## src/rtl/systolic_coef_loader.sv

```systemverilog
// systolic_coef_loader
// Load sequencer for a systolic FIR: streams a coefficient set from an
// external synchronous memory into the filter's coefficient chain. It blocks
// and counts input samples while busy and forwards samples when idle.
// Build option: define SYSTOLIC_COEF_FLUSH_EN to add a FLUSH phase. This phase
// pushes CoeffCount zero samples after each load to clear the filter's delay line.

module systolic_coef_loader #(
  parameter int CoeffCount = 16,
  parameter int CoeffWidth = 18,
  parameter int DataWidth  = 18,
  parameter int BankBits   = 1
) (
  input  logic                                   Clk_i,
  input  logic                                   Rst_i,
  input  logic                                   Load_i,
  input  logic [BankBits-1:0]                    BankSel_i,
  output logic [BankBits+$clog2(CoeffCount)-1:0] CoeffAddr_o,
  input  logic [CoeffWidth-1:0]                  CoeffData_i,
  output logic [CoeffWidth-1:0]                  CoeffData_o,
  output logic                                   CoeffShift_o,
  input  logic [DataWidth-1:0]                   Data_i,
  input  logic                                   DataNd_i,
  output logic [DataWidth-1:0]                   FilterData_o,
  output logic                                   FilterDataNd_o,
  output logic                                   Busy_o,
  output logic                                   Done_o,
  output logic [BankBits-1:0]                    ActiveBank_o,
  output logic [15:0]                            DropCount_o
);

  localparam int                 IdxBits = $clog2(CoeffCount);
  localparam logic [IdxBits-1:0] LastIdx = IdxBits'(CoeffCount - 1);

  localparam logic [1:0] ST_IDLE  = 2'd0;
  localparam logic [1:0] ST_LOAD  = 2'd1;
`ifdef SYSTOLIC_COEF_FLUSH_EN
  localparam logic [1:0] ST_FLUSH = 2'd2;
`endif

  logic [1:0]           state_q,       state_d;
  logic [IdxBits-1:0]   idx_q,         idx_d;        // address index, reused as flush counter
  logic [BankBits-1:0]  bank_q,        bank_d;       // bank being loaded
  logic                 addr_vld_q,    addr_vld_d;   // CoeffAddr_o carries a live address
  logic                 shift_q,       shift_d;      // read data for last address is valid
  logic                 pending_q,     pending_d;    // one-deep queued load request
  logic                 done_q,        done_d;
  logic [BankBits-1:0]  active_bank_q, active_bank_d;
  logic [DataWidth-1:0] fdata_q,       fdata_d;
  logic                 fnd_q,         fnd_d;
  logic [15:0]          drop_q,        drop_d;

  logic busy;
  assign busy = (state_q != ST_IDLE);

  // Next-state logic: sequencing, pass-through, pending request, drop counter.
  always_comb begin
    // NOTE: every signal gets a default first, so no latch can be inferred.
    state_d       = state_q;
    idx_d         = idx_q;
    bank_d        = bank_q;
    addr_vld_d    = addr_vld_q;
    shift_d       = addr_vld_q;  // memory read latency is one cycle
    pending_d     = pending_q;
    done_d        = 1'b0;
    active_bank_d = active_bank_q;
    fdata_d       = fdata_q;
    fnd_d         = 1'b0;
    drop_d        = drop_q;

    unique case (state_q)
      ST_IDLE: begin
        fdata_d = Data_i;
        fnd_d   = DataNd_i;
        if (Load_i || pending_q) begin
          state_d    = ST_LOAD;
          bank_d     = BankSel_i;
          idx_d      = '0;
          addr_vld_d = 1'b1;
          pending_d  = 1'b0;
        end
      end

      ST_LOAD: begin
        if (Load_i) pending_d = 1'b1;
        if (addr_vld_q) begin
          if (idx_q == LastIdx) addr_vld_d = 1'b0;
          else                  idx_d      = idx_q + 1'b1;
        end else if (shift_q) begin
          // Last coefficient is being shifted this cycle.
`ifdef SYSTOLIC_COEF_FLUSH_EN
          state_d = ST_FLUSH;
          idx_d   = '0;
          fdata_d = '0;
          fnd_d   = 1'b1;
`else
          state_d       = ST_IDLE;
          done_d        = 1'b1;
          active_bank_d = bank_q;
`endif
        end
      end

`ifdef SYSTOLIC_COEF_FLUSH_EN
      ST_FLUSH: begin
        if (Load_i) pending_d = 1'b1;
        fdata_d = '0;
        if (idx_q == LastIdx) begin
          state_d       = ST_IDLE;
          done_d        = 1'b1;
          active_bank_d = bank_q;
        end else begin
          idx_d = idx_q + 1'b1;
          fnd_d = 1'b1;
        end
      end
`endif

      default: state_d = ST_IDLE;
    endcase

    if (busy && DataNd_i && (drop_q != 16'hFFFF)) drop_d = drop_q + 16'd1;
  end

  // State registers with synchronous active-high reset.
  always_ff @(posedge Clk_i) begin
    // NOTE: non-blocking assignments make every register update from pre-edge values.
    if (Rst_i) begin
      state_q       <= ST_IDLE;
      idx_q         <= '0;
      bank_q        <= '0;
      addr_vld_q    <= 1'b0;
      shift_q       <= 1'b0;
      pending_q     <= 1'b0;
      done_q        <= 1'b0;
      active_bank_q <= '0;
      fdata_q       <= '0;
      fnd_q         <= 1'b0;
      drop_q        <= '0;
    end else begin
      state_q       <= state_d;
      idx_q         <= idx_d;
      bank_q        <= bank_d;
      addr_vld_q    <= addr_vld_d;
      shift_q       <= shift_d;
      pending_q     <= pending_d;
      done_q        <= done_d;
      active_bank_q <= active_bank_d;
      fdata_q       <= fdata_d;
      fnd_q         <= fnd_d;
      drop_q        <= drop_d;
    end
  end

  assign CoeffAddr_o    = {bank_q, idx_q};
  assign CoeffData_o    = CoeffData_i;  // qualified downstream by CoeffShift_o
  assign CoeffShift_o   = shift_q;
  assign FilterData_o   = fdata_q;
  assign FilterDataNd_o = fnd_q;
  assign Busy_o         = busy;
  assign Done_o         = done_q;
  assign ActiveBank_o   = active_bank_q;
  assign DropCount_o    = drop_q;

endmodule

```

## config.mk

```make
export PLATFORM = sky130hd
export DESIGN_NAME = systolic_coef_loader
export DESIGN_NICKNAME = d
export VERILOG_FILES = /design/src/rtl/systolic_coef_loader.sv
export SDC_FILE = /design/constraint.sdc
export NUM_CORES = 1
export LEC_CHECK = 0
export CAP_MARGIN = 20
export CORE_UTILIZATION = 40
export CTS_BUF_LIST = sky130_fd_sc_hd__clkbuf_4
export CTS_CLUSTER_DIAMETER = 30
export CTS_CLUSTER_SIZE = 30
export DETAILED_ROUTE_END_ITERATION = 8
export MAX_ROUTING_LAYER = met4
export PLACE_DENSITY = 0.85
export SYNTH_ARGS = -nofsm -noshare
export SYNTH_HDL_FRONTEND = slang
export SYNTH_SLANG_ARGS = --single-unit
```

## constraint.sdc

```tcl
create_clock -name Clk_i -period 2.4 [get_ports Clk_i]
set_input_delay 0.48 -clock Clk_i [delete_from_list [all_inputs] [get_ports Clk_i]]
set_output_delay 0.48 -clock Clk_i [all_outputs]
set_load 0.01 [all_outputs]
```

-- After elaboration in Yosys (flattened, before gate mapping)
Cells that the tools add are included.
- output and inout bits: 62
- word-level logic and storage cells: 55
- memory bits (read-only): 0
- latch bits: 0
- memories kept: 0
- register bits: 47
- memory bits (writable): 0
- input bits: 41
- add/subtract/negate cells: 2
- equality and inequality tests: 9
- multiplexer cells: 16
- $lt $le $gt $ge: 0
- $mul: 0
- shift-type cells: 0
- bitwise logic cells: 3
- reduce and logical (&&, ||, !) cells: 14
- div/mod/pow operators: 0
- operator list (kind ; number):
    $add 16x1->16 const B ; 1
    $ne 16x16->1 const B ; 1
    $mux 4 ; 3
    $ne 2x2->1 const B ; 6
    $reduce_and 3->1 ; 3
    $pmux 4 s2 ; 1
    $mux 1 ; 6
    $mux 2 ; 3
    $add 4x1->4 const B ; 1
    $eq 4x4->1 const B ; 1
    $pmux 1 s2 ; 2
    $pmux 2 s2 ; 1
    $reduce_and 2->1 ; 2
    $reduce_and 4->1 ; 1
    $reduce_bool 2->1 ; 2
    $not 1->1 ; 3
    $reduce_or 3->1 ; 1
    $eq 2x1->1 const B ; 1
    $logic_and 1x1->1 ; 2
    $logic_not 2->1 ; 1
    $reduce_or 2->1 ; 1
    $logic_or 1x1->1 ; 1

-- Longest topological paths before layout
Gate-level depths: netlist of run 1.
- depth after elaboration: 4
- gate-level depth with buffers: 6
- gate-level depth less buffers: 5

-- Worst setup path after synthesis of run 1
Ideal clock, no wire load.
- path kind: register to register
- start point: register drop_q[0] (netlist: DropCount_o[0])
- end point: register drop_q[15] (netlist: DropCount_o[15])
- arrival time: 1.569 ns
- data required time: 2.277 ns
- stages on the path, launching flop included: 6
- slack: 0.708 ns
- cell sequence: dfxtp_1 -> ha_1 -> nand3_1 -> nor4_4 -> nor3_1 -> mux2_1
- longest elaborated chain between the ends: 2
- elaborated cells on any way between the ends: 3
- those cells by class: add/sub (1); eq/ne (1); reduce/logical (1)
- RTL lines (item ; line ; source):
    from (decl) ; 51 ; logic [15:0] drop_q, drop_d;
    from (signal assigned) ; 151 ; drop_q <= drop_d;
    branches (longest 2 deep; another with $add 16x1->16) ; -- ;
Parallel ways; which one is timed is not known.
A chain may end at the register's enable or synchronous reset.

-- Worst setup path after layout of run 1
- start point: register drop_q[0] (netlist: DropCount_o[0])
- end point: register drop_q[1] (netlist: DropCount_o[1])
The elaborated chain is that of the path after synthesis.

==> results of run 1 <==
## per-stage QoR
step	area [µm²]	cells
2_1_floorplan	2070	219
3_3_place_gp	2670	328
3_5_place_dp	2670	328
4_1_cts	2750	336
5_1_grt	2750	336
6_report	2750	336
## cell families after synthesis
kind of cell / count (synthesis) / synth area share (%)
and+or+nand+nor: 80 / 21.8
DFF: 46 / 44.4
AOI/OAI and AO/OA: 35 / 11.2
buffers and inverters: 32 / 9.78
muxes: 22 / 10.7
xor gates and xnor gates: 2 / 0.845
adders and majority gates: 2 / 1.21
## cells in the mapped netlist, types with 2 or more instances
| library cell | number | area share, % |
|---|---|---|
| clkbuf_1 | 7 | 1.3 |
| or4_1 | 6 | 2.2 |
| nor3_1 | 3 | 0.72 |
| mux2i_1 | 21 | 10 |
| buf_4 | 19 | 6.9 |
| a21oi_1 | 14 | 3.4 |
| nand4_2 | 2 | 1.2 |
| inv_1 | 2 | 0.36 |
| ha_1 | 2 | 1.2 |
| nor2_1 | 27 | 4.9 |
| nand3b_1 | 2 | 0.72 |
| or3_1 | 4 | 1.2 |
| buf_2 | 3 | 0.72 |
| dfxtp_1 | 46 | 44 |
| a31oi_1 | 2 | 0.60 |
| nand2_1 | 10 | 1.8 |
| and4_1 | 3 | 1.3 |
| and3_1 | 2 | 0.60 |
| o31ai_1 | 8 | 2.9 |
| xor2_1 | 2 | 0.85 |
| nand3_1 | 6 | 1.4 |
| o21ai_1 | 3 | 0.72 |
| nand4_1 | 5 | 1.5 |
| nor2b_1 | 2 | 0.60 |
## sequential cells by signal, summed over array words and instances, names as in the netlist
register,cells
FilterData_o,18
pending_q,1
CoeffShift_o,1
Done_o,1
addr_vld_q,1
bank_q,1
ActiveBank_o,1
DropCount_o,16
FilterDataNd_o,1
state_q,1
idx_q,4
## worst paths after layout
| check | end | slack (ns) | cells after the start |
|---|---|---|---|
| worst max-delay path | DropCount_o[1] | 0.45 | 6 |
| worst min-delay path | idx_q[1] | 0.50 | 2 |
| worst max register to register | DropCount_o[1] | 0.45 | 6 |
| worst min register to register | idx_q[1] | 0.50 | 2 |
## cell type report
type                    instances  area share (%)
multi-input cells             141            34.5
well taps                      67            3.05
repair buffers                 72            25.7
flip-flops and latches         46            33.5
inverters                       2           0.273
clock buffers                   6            1.64
clock inverters                 2            1.36
## per-layer routing
layer	vias up	wire length (µm)	GRT usage, %
li1	873	-	-
met1	847	1980	21.0
met2	79	2050	28.4
met3	10	385	5.96
met4	0	57	5.98
met5	-	0	-
## power groups by stage
stage                     clock [mW]  sequential (mW)  combinational (mW)
final                          0.477            0.821               0.214
after global routing           0.526            0.826               0.231
after CTS                      0.491            0.821               0.217
after detailed placement           0            0.837               0.215
after global placement             0            0.836               0.212
after floorplan                    0            0.844               0.122
## worst register-to-register path, stage by stage (launching register included)
cell      delay, ns
dfxtp_1        0.44
ha_1           0.21
nand3_1        0.17
nor4_4         0.58
buf_4          0.26
nand3b_1       0.12
a21oi_1        0.06
==> flow_metrics.py, run 1 <==
metrics = {
    "floorplanning": {
        "coreArea_mm2": 0.00485,
        "die_area_mm2": 0.00548,
        "ioPinCount": 103,
        "dieWidth_um": 74.0,
        "placementRows": 25,
        "start_util_pct": 42.8,
        "die_h_um": 74.0,
    },
    "worst_setup_path": {
        "crit_fanout": 10,
        "cp.required_ns": 2.64,
        "end_kind": "flip-flop",
        "crit_chain": "ha_1 > nand3_1 > nor4_4 > buf_4 > nand3b_1 > a21oi_1",
        "slowest_delay_ns": 0.58,
        "cp-start-kind": "flip-flop",
        "cp-startpoint": "DropCount_o[0]",
        "cp.arrival_ns": 2.19,
        "path_delay_family": "simple AND/OR/NAND/NOR gates",
        "r2r-start": "DropCount_o[0]",
        "slowest_stage": "nor4_4",
        "path_buf_inv": 1,
        "critical_path_class": "flip-flop to flip-flop",
    },
    "layout": {
        "final_cell_mix": "66 x clkdlybuf4s50_1, 46 x dfxtp_1, 27 x nor2_1",
        "antenna_cells": 0,
        "fillers": 423,
        "syn2layout_area_growth_pct": 32.6,
        "final_common_cell": "clkdlybuf4s50_1",
        "final_core_util_pct": 56.7,
        "seq_area_um2": 921,
        "multiInputGateArea_um2": 950,
        "nNetsFinal": 311,
        "drive_gt1_share_pct": 7.43,
    },
    "drt": {
        "post_drt_wl_per_cell_um": 13.3,
        "avgViaCountPerCell": 5.38,
        "drt_iter0_markers": 94,
        "ant_nets": 0,
        "routed_wirelength_um": 4480,
        "first_pass_iters": 4,
        "dr_total_vias": 1809,
        "drc": 0,
    },
    "run": {
        "max_cap_violations": 0,
    },
    "logic_synthesis": {
        "yosysUniqueCellTypes": 42,
        "synthesis.nets": 262,
        "synth_edf_count": 0,
        "yosysSeqAreaShare_pct": 44.4,
        "netlist_area_mm2": 0.00207,
        "synth_area_per_cell_um2": 9.47,
        "synthCells": 219,
        "async_flop_share_pct": 0,
        "ys.flop_type": "dfxtp_1",
        "yosys_warnings": 0,
        "ys_seq_elements": 46,
    },
    "power": {
        "leakage_nw": 1.02,
        "p_total_mw": 1.51,
        "power_frac_seq_pct": 54.3,
        "clockPowerShare_pct": 31.6,
        "powerDensity_mw_per_mm2": 550,
        "combPwrFrac_pct": 14.2,
        "vdd_drop_max_uv": 374,
        "p_int_mw": 1.15,
        "power.switching_mw": 0.359,
        "switching_share_pct": 23.8,
    },
    "clocking": {
        "cts-root-buf": "clkbuf_4",
        "hold_buffers": 0,
        "cts_setup_buffers": 0,
        "cts_resized": 0,
        "clockBufferDepth": 2,
        "htree_levels": 2,
        "clk_pin_slew_ns": 0.13,
        "cts_tree": "done",
        "clock_latency_ns": 0.35,
        "numCtsBuffers": 5,
        "clkSinkCount": 46,
    },
    "hold_path": {
        "holdCritStartpoint": "idx_q[1]",
        "hold_class": "flip-flop to flip-flop",
    },
    "placed_design": {
        "pre_cts_slack_ns": 0.327,
        "gp_congestion": 0.855,
        "placement.io_buffers": 66,
        "dpl.hpwl_um": 3230,
    },
    "sta": {
        "fin_ws_ns": 0.447,
        "tns_ns": 0,
        "fmax_mhz": 512,
        "fin_crit_ns": 1.95,
        "fin_skew_ns": 0.00738,
        "slew_headroom_pct": 63.8,
        "setup_viol": 0,
        "hold_viol_final": 0,
        "tightest_slew_ns": 0.539,
        "maxSlewViolCount": 0,
        "rsz0062_at_grt": "false",
        "finalCritPeriodShare_pct": 81.4,
        "whs_ns": 0.505,
    },
    "grt": {
        "antenna_found_initial": 0,
        "grtUsageTotal_pct": 17.8,
        "grt_pass1_wl_um": 7240,
        "grt_pass1_vias": 1646,
        "overflow": 0,
        "grt_max_degree": 28,
    },
    "run_status": {
        "status": "completed",
    },
}
No activity file was read; power rests on OpenSTA's default activity.
==> run 2, diff against run 1 <==
Settings changed: CORE_UTILIZATION 40 to 37, PLACE_DENSITY 0.85 to 0.83.
Clock period 2.4 ns to 1.6 ns, I/O delays scaled along.
==> run 2 against run 1 <==
Effect of this change: the flow now finishes with violations (negative setup slack); clock-buffer cell count stayed put; setup slack worse by 0.47 ns; clock power is 51% higher; sequential power is 50% higher; hold slack worse by 0.014 ns; core utilization is 3.3 points higher; first-iteration DRC count is 35% lower; clock skew is 0.0024 ns higher; sequential cell count stayed put; global-route usage is 0.34 points higher; critical path depth stayed put; wire length is 19% higher.
==> flow_metrics.py, run 2 (same netlist as run 1, synthesis figures left out) <==
metrics = {
    "clocking": {
        "clk_pin_slew_ns": 0.13,
        "numCtsBuffers": 5,
        "clockBufferDepth": 2,
        "cts_tree": "done",
        "clkSinkCount": 46,
        "clock_latency_ns": 0.35,
        "htree_levels": 2,
        "cts-root-buf": "clkbuf_4",
    },
    "layout": {
        "largest_reg_flops": 18,
        "final-instance-count-excl-fill": 377,
        "final_common_cell": "buf_4",
        "nNetsFinal": 349,
        "drive_gt1_share_pct": 27.0,
        "antenna_cells": 0,
        "stdcell_area_mm2": 0.00315,
        "final_cell_mix": "40 x buf_4, 30 x dfxtp_1, 30 x dlygate4sd2_1",
        "syn2layout_area_growth_pct": 51.7,
    },
    "power": {
        "powerDensity_mw_per_mm2": 723,
        "power.switching_mw": 0.549,
        "switching_share_pct": 24.2,
        "combPwrFrac_pct": 14.5,
        "p_int_mw": 1.72,
        "vdd_drop_max_uv": 615,
        "clockPowerShare_pct": 31.6,
        "leakage_nw": 1.55,
        "power_frac_seq_pct": 53.9,
    },
    "drt": {
        "routed_wirelength_um": 5340,
        "dr_total_vias": 1979,
        "ant_nets": 0,
        "avgViaCountPerCell": 5.25,
        "drc": 0,
        "drt_iter0_markers": 61,
        "post_drt_wl_per_cell_um": 14.2,
        "first_pass_iters": 4,
    },
    "grt": {
        "grt_pass1_wl_um": 8490,
        "grt_max_degree": 24,
        "overflow": 0,
        "antenna_found_initial": 0,
        "grtUsageTotal_pct": 18.1,
        "grt_pass1_vias": 1918,
    },
    "worst_setup_path": {
        "slowest_delay_ns": 0.46,
        "endpoint": "DropCount_o[7]",
        "r2r-start": "DropCount_o[6]",
        "cp-startpoint": "DropCount_o[6]",
        "cp-start-kind": "flip-flop",
        "critical_path_class": "flip-flop to flip-flop",
        "crit_top_cell": "buf_6",
        "rr_endpoint": "DropCount_o[7]",
        "slowest_stage": "nor4_4",
        "end_kind": "flip-flop",
        "r2r_setup_slack_ns": -0.02,
        "cp.arrival_ns": 1.91,
        "crit_chain": "nand4_1 > nor4_4 > buf_6 > buf_6 > o31ai_2 > a21oi_1",
        "cp.required_ns": 1.88,
        "crit_fanout": 6,
        "r2r_cells": 6,
    },
    "floorplanning": {
        "start_util_pct": 39.6,
        "dieWidth_um": 76.9,
        "die_area_mm2": 0.00591,
        "coreArea_mm2": 0.00524,
        "die_h_um": 76.9,
        "ioPinCount": 103,
        "placementRows": 26,
    },
    "sta": {
        "tightest_slew_ns": 0.397,
        "maxSlewViolCount": 0,
        "hold_viol_final": 0,
        "slew_headroom_pct": 73.5,
        "setup_viol": 3,
        "fin_skew_ns": 0.00979,
        "rsz0062_at_grt": "true",
        "fmax_mhz": 616,
        "fin_ws_ns": -0.0229,
        "tns_ns": -0.0381,
        "fin_crit_ns": 1.62,
        "finalCritPeriodShare_pct": 101,
        "whs_ns": 0.491,
    },
    "placed_design": {
        "placement.io_buffers": 66,
        "gp_congestion": 0.836,
        "placed_area_mm2": 0.00289,
        "pre_cts_slack_ns": -0.363,
        "dpl.hpwl_um": 3760,
        "placed_cells": 360,
    },
    "run": {
        "max_cap_violations": 0,
    },
    "hold_path": {
        "hold_class": "flip-flop to flip-flop",
        "holdCritStartpoint": "state_q[0]",
    },
    "run_status": {
        "status": "finished with violations",
        "violations": "negative setup slack",
    },
}
run 2: changes by cell type in the layout (fill, tap and decap cells not counted), sizes merged:
| cell | before | now |
|---|---|---|
| clkdlybuf4s50 | 66 | 23 |
| buf | 6 | 44 |
| dlygate4sd2 | 0 | 30 |
| dlymetal6s2s | 0 | 12 |
| clkdlybuf4s15 | 0 | 1 |
run 2: worst max-delay path: cells and delay by family, from the launching register on:
| kind | cells | cell delay [ns] |
|---|---|---|
| simple gates | 2 | 0.66 |
| flops | 1 | 0.38 |
| buf+inv | 2 | 0.30 |
| compound gates | 2 | 0.23 |
run 2: layer usage:
metal	track usage (%)	up-vias	share of wire, %
li1	-	951	-
met1	19.9	920	40
met2	30.8	91	50
met3	5.24	17	8.4
met4	6.92	0	1.4
met5	-	-	0
run 2: worst min-delay path by stage:
stage                      end  slack [ns]  cells after the start
2_1_floorplan        pending_q        0.46                      1
3_3_place_gp   FilterData_o[8]        0.47                      2
3_5_place_dp   FilterData_o[1]        0.49                      2
4_1_cts               idx_q[1]        0.49                      2
5_1_grt               idx_q[1]        0.52                      2
6_report        FilterDataNd_o        0.49                      1
run 2: power groups by stage:
stage | Clock (mW) | Combinational [mW] | Sequential (mW)
floorplan | 0 | 0.182 | 1.27
global placement | 0 | 0.341 | 1.25
detailed placement | 0 | 0.349 | 1.26
CTS | 0.747 | 0.335 | 1.23
global route | 0.790 | 0.358 | 1.23
finish | 0.719 | 0.329 | 1.23
run 2: area by class of cell:
cell class / instances / area, µm²
Clock buffer: 6 / 45.0
Clock inverter: 2 / 37.5
Fill cell: 462 / 2090
Inverter: 2 / 7.51
Multi-Input combinational cell: 141 / 1020
Sequential cell: 46 / 951
Tap cell: 70 / 87.6
Timing Repair Buffer: 110 / 992
run 2: per-stage QoR:
step / utilization, % / total power [mW]
CTS: 57.5 / 2.31
global placement: 55.2 / 1.59
global route: 60.1 / 2.38
finish: 60.1 / 2.27
detailed placement: 55.2 / 1.61
floorplan: - / 1.45
run 2: timing repair:
item                                    in CTS  in global routing
setup buffers                                4                  4
gates resized for setup                     54                 24
endpoints found under the setup margin      40                 25
hold buffers                                 0                  0
pin swaps                                    3                  4
gates cloned                                 0                  1
==> run 3, diff against run 2 <==
Settings changed: CORE_MARGIN from default to 2.
==> run 3 against run 2 <==
Effect of this change: the flow now finishes without violations; setup slack better by 0.056 ns; clock skew about the same; clock power down 26%; design area increased by 1.5%; first-iteration DRC count increased by 20%; largest power group unchanged.
==> flow_metrics.py, run 3 (same netlist as run 1, synthesis figures left out) <==
metrics = {
    "grt": {
        "grt_pass1_vias": 1888,
        "overflow": 0,
        "grt_max_degree": 19,
        "grtUsageTotal_pct": 17.6,
        "antenna_found_initial": 0,
        "grt_pass1_wl_um": 8510,
    },
    "drt": {
        "drc": 0,
        "avgViaCountPerCell": 5.05,
        "post_drt_wl_per_cell_um": 13.7,
        "first_pass_iters": 4,
        "ant_nets": 0,
        "routed_wirelength_um": 5310,
        "drt_iter0_markers": 73,
        "dr_total_vias": 1953,
    },
    "sta": {
        "finalCritPeriodShare_pct": 97.9,
        "setup_viol": 0,
        "tightest_slew_ns": 0.415,
        "maxSlewViolCount": 0,
        "hold_viol_final": 0,
        "fin_crit_ns": 1.57,
        "rsz0062_at_grt": "true",
        "slew_headroom_pct": 72.3,
        "whs_ns": 0.504,
        "fin_ws_ns": 0.0330,
        "fmax_mhz": 638,
        "fin_skew_ns": 0.00980,
    },
    "worst_setup_path": {
        "critical_path_class": "flip-flop to flip-flop",
        "end_kind": "flip-flop",
        "crit_chain": "buf_4 > and4_1 > nand4_4 > or4_1 > a21oi_1",
        "r2r_setup_slack_ns": 0.03,
        "cp.arrival_ns": 1.86,
        "r2r_cells": 5,
        "cp.required_ns": 1.89,
        "rr_endpoint": "DropCount_o[13]",
        "path_delay_family": "simple AND/OR/NAND/NOR gates",
        "r2r-start": "DropCount_o[9]",
        "slowest_delay_ns": 0.48,
        "cp-start-kind": "flip-flop",
        "path_buf_inv": 1,
        "crit_fanout": 5,
        "slowest_stage": "or4_1",
    },
    "clocking": {
        "numCtsBuffers": 5,
        "cts-root-buf": "clkbuf_4",
        "clkSinkCount": 46,
        "htree_levels": 2,
        "cts_tree": "done",
        "clk_pin_slew_ns": 0.14,
        "clockBufferDepth": 2,
        "hold_buffers": 0,
        "clock_latency_ns": 0.35,
    },
    "floorplanning": {
        "start_util_pct": 37.9,
        "ioPinCount": 103,
        "placementRows": 27,
        "dieWidth_um": 78.9,
        "coreArea_mm2": 0.00547,
        "die_area_mm2": 0.00622,
        "die_h_um": 78.9,
    },
    "hold_path": {
        "hold_class": "flip-flop to flip-flop",
        "hold_end": "idx_q[3]",
        "hold_depth": 2,
        "holdCritStartpoint": "idx_q[3]",
    },
    "placed_design": {
        "dpl.hpwl_um": 3850,
        "placed_area_mm2": 0.00298,
        "gp_congestion": 0.877,
        "pre_cts_slack_ns": -0.303,
        "placed_cells": 372,
        "placement.io_buffers": 66,
    },
    "layout": {
        "nNetsFinal": 357,
        "largest_reg_flops": 18,
        "final-instance-count-excl-fill": 387,
        "final_common_cell": "buf_4",
        "final_cell_mix": "50 x buf_4, 27 x dfxtp_1, 27 x nor2_1",
        "drive_gt1_share_pct": 29.2,
        "antenna_cells": 0,
        "final_core_util_pct": 58.3,
        "syn2layout_area_growth_pct": 54.0,
        "stdcell_area_mm2": 0.00319,
        "fillers": 496,
    },
    "power": {
        "power.switching_mw": 0.549,
        "powerDensity_mw_per_mm2": 662,
        "leakage_nw": 1.61,
        "p_int_mw": 1.56,
        "switching_share_pct": 26.0,
        "clockPowerShare_pct": 25.3,
        "combPwrFrac_pct": 16.9,
        "power_frac_seq_pct": 57.7,
        "vdd_drop_max_uv": 498,
    },
    "run_status": {
        "status": "completed",
    },
    "run": {
        "max_cap_violations": 0,
    },
}
## run 3: cell types whose count changed in the layout (fill, tap and decap cells not counted), sizes merged
cell / change
dlymetal6s2s: +3
clkinv: +2
clkdlybuf4s15: +1
buf: +8
clkdlybuf4s50: +1
dlygate4sd2: -5
clkbuf: -1
bufinv: -1
## run 3: through the flow
step	setup TNS, ns	power [mW]
after floorplan	0	1.45
after global placement	-2.35	1.61
after detailed placement	-3.13	1.62
after CTS	0	2.15
after global routing	-0.0214	2.23
final	0	2.11
## run 3: tightest hold or removal path, cell delays in order (launching register included)
cell     delay, ns
dfxtp_2       0.36
nand2_1       0.05
a31oi_1       0.07
## run 3: worst max-delay path by stage
stage | start | end | slack [ns] | cells past startpoint
finish | DropCount_o[9] | DropCount_o[13] | 0.03 | 5
global route | DropCount_o[7] | DropCount_o[15] | -0.02 | 5
CTS | FilterData_o[4] | FilterData_o[4] | 0.00006 | 1
detailed placement | DataNd_i | DropCount_o[9] | -0.30 | 4
global placement | DataNd_i | DropCount_o[13] | -0.27 | 5
floorplan | DropCount_o[6] | DropCount_o[15] | 0.004 | 4
## run 3: what timing repair did
action,4_1_cts,5_1_grt
pin swaps,3,7
endpoints found under the setup margin,37,31
setup buffers,6,1
gates resized for setup,51,27
endpoints found under the hold margin,0,0
## run 3: cell type report
cell class / instances / area [µm²] / area share (%)
clock buffer: 5 / 37.5 / 1.18
tap: 72 / 90.1 / 2.82
sequential: 46 / 950 / 29.8
multi-input combinational: 141 / 1020 / 31.9
timing repair buffer: 118 / 1070 / 33.6
clock inverter: 3 / 16.3 / 0.510
inverter: 2 / 7.51 / 0.235
## run 3: power groups by stage
stage	Clock, mW	Combinational (mW)	Sequential (mW)
after floorplan	0	0.182	1.27
after global placement	0	0.366	1.25
after detailed placement	0	0.371	1.25
after CTS	0.565	0.365	1.22
after global routing	0.611	0.387	1.23
final	0.535	0.358	1.22
## run 3: layer usage
metal / routed length [µm] / up-vias / global-route usage, %
met5: 0 / - / -
met4: 57 / 0 / 5.17
met3: 433 / 8 / 5.34
met2: 2550 / 74 / 29.1
met1: 2270 / 910 / 20.7
li1: - / 961 / -
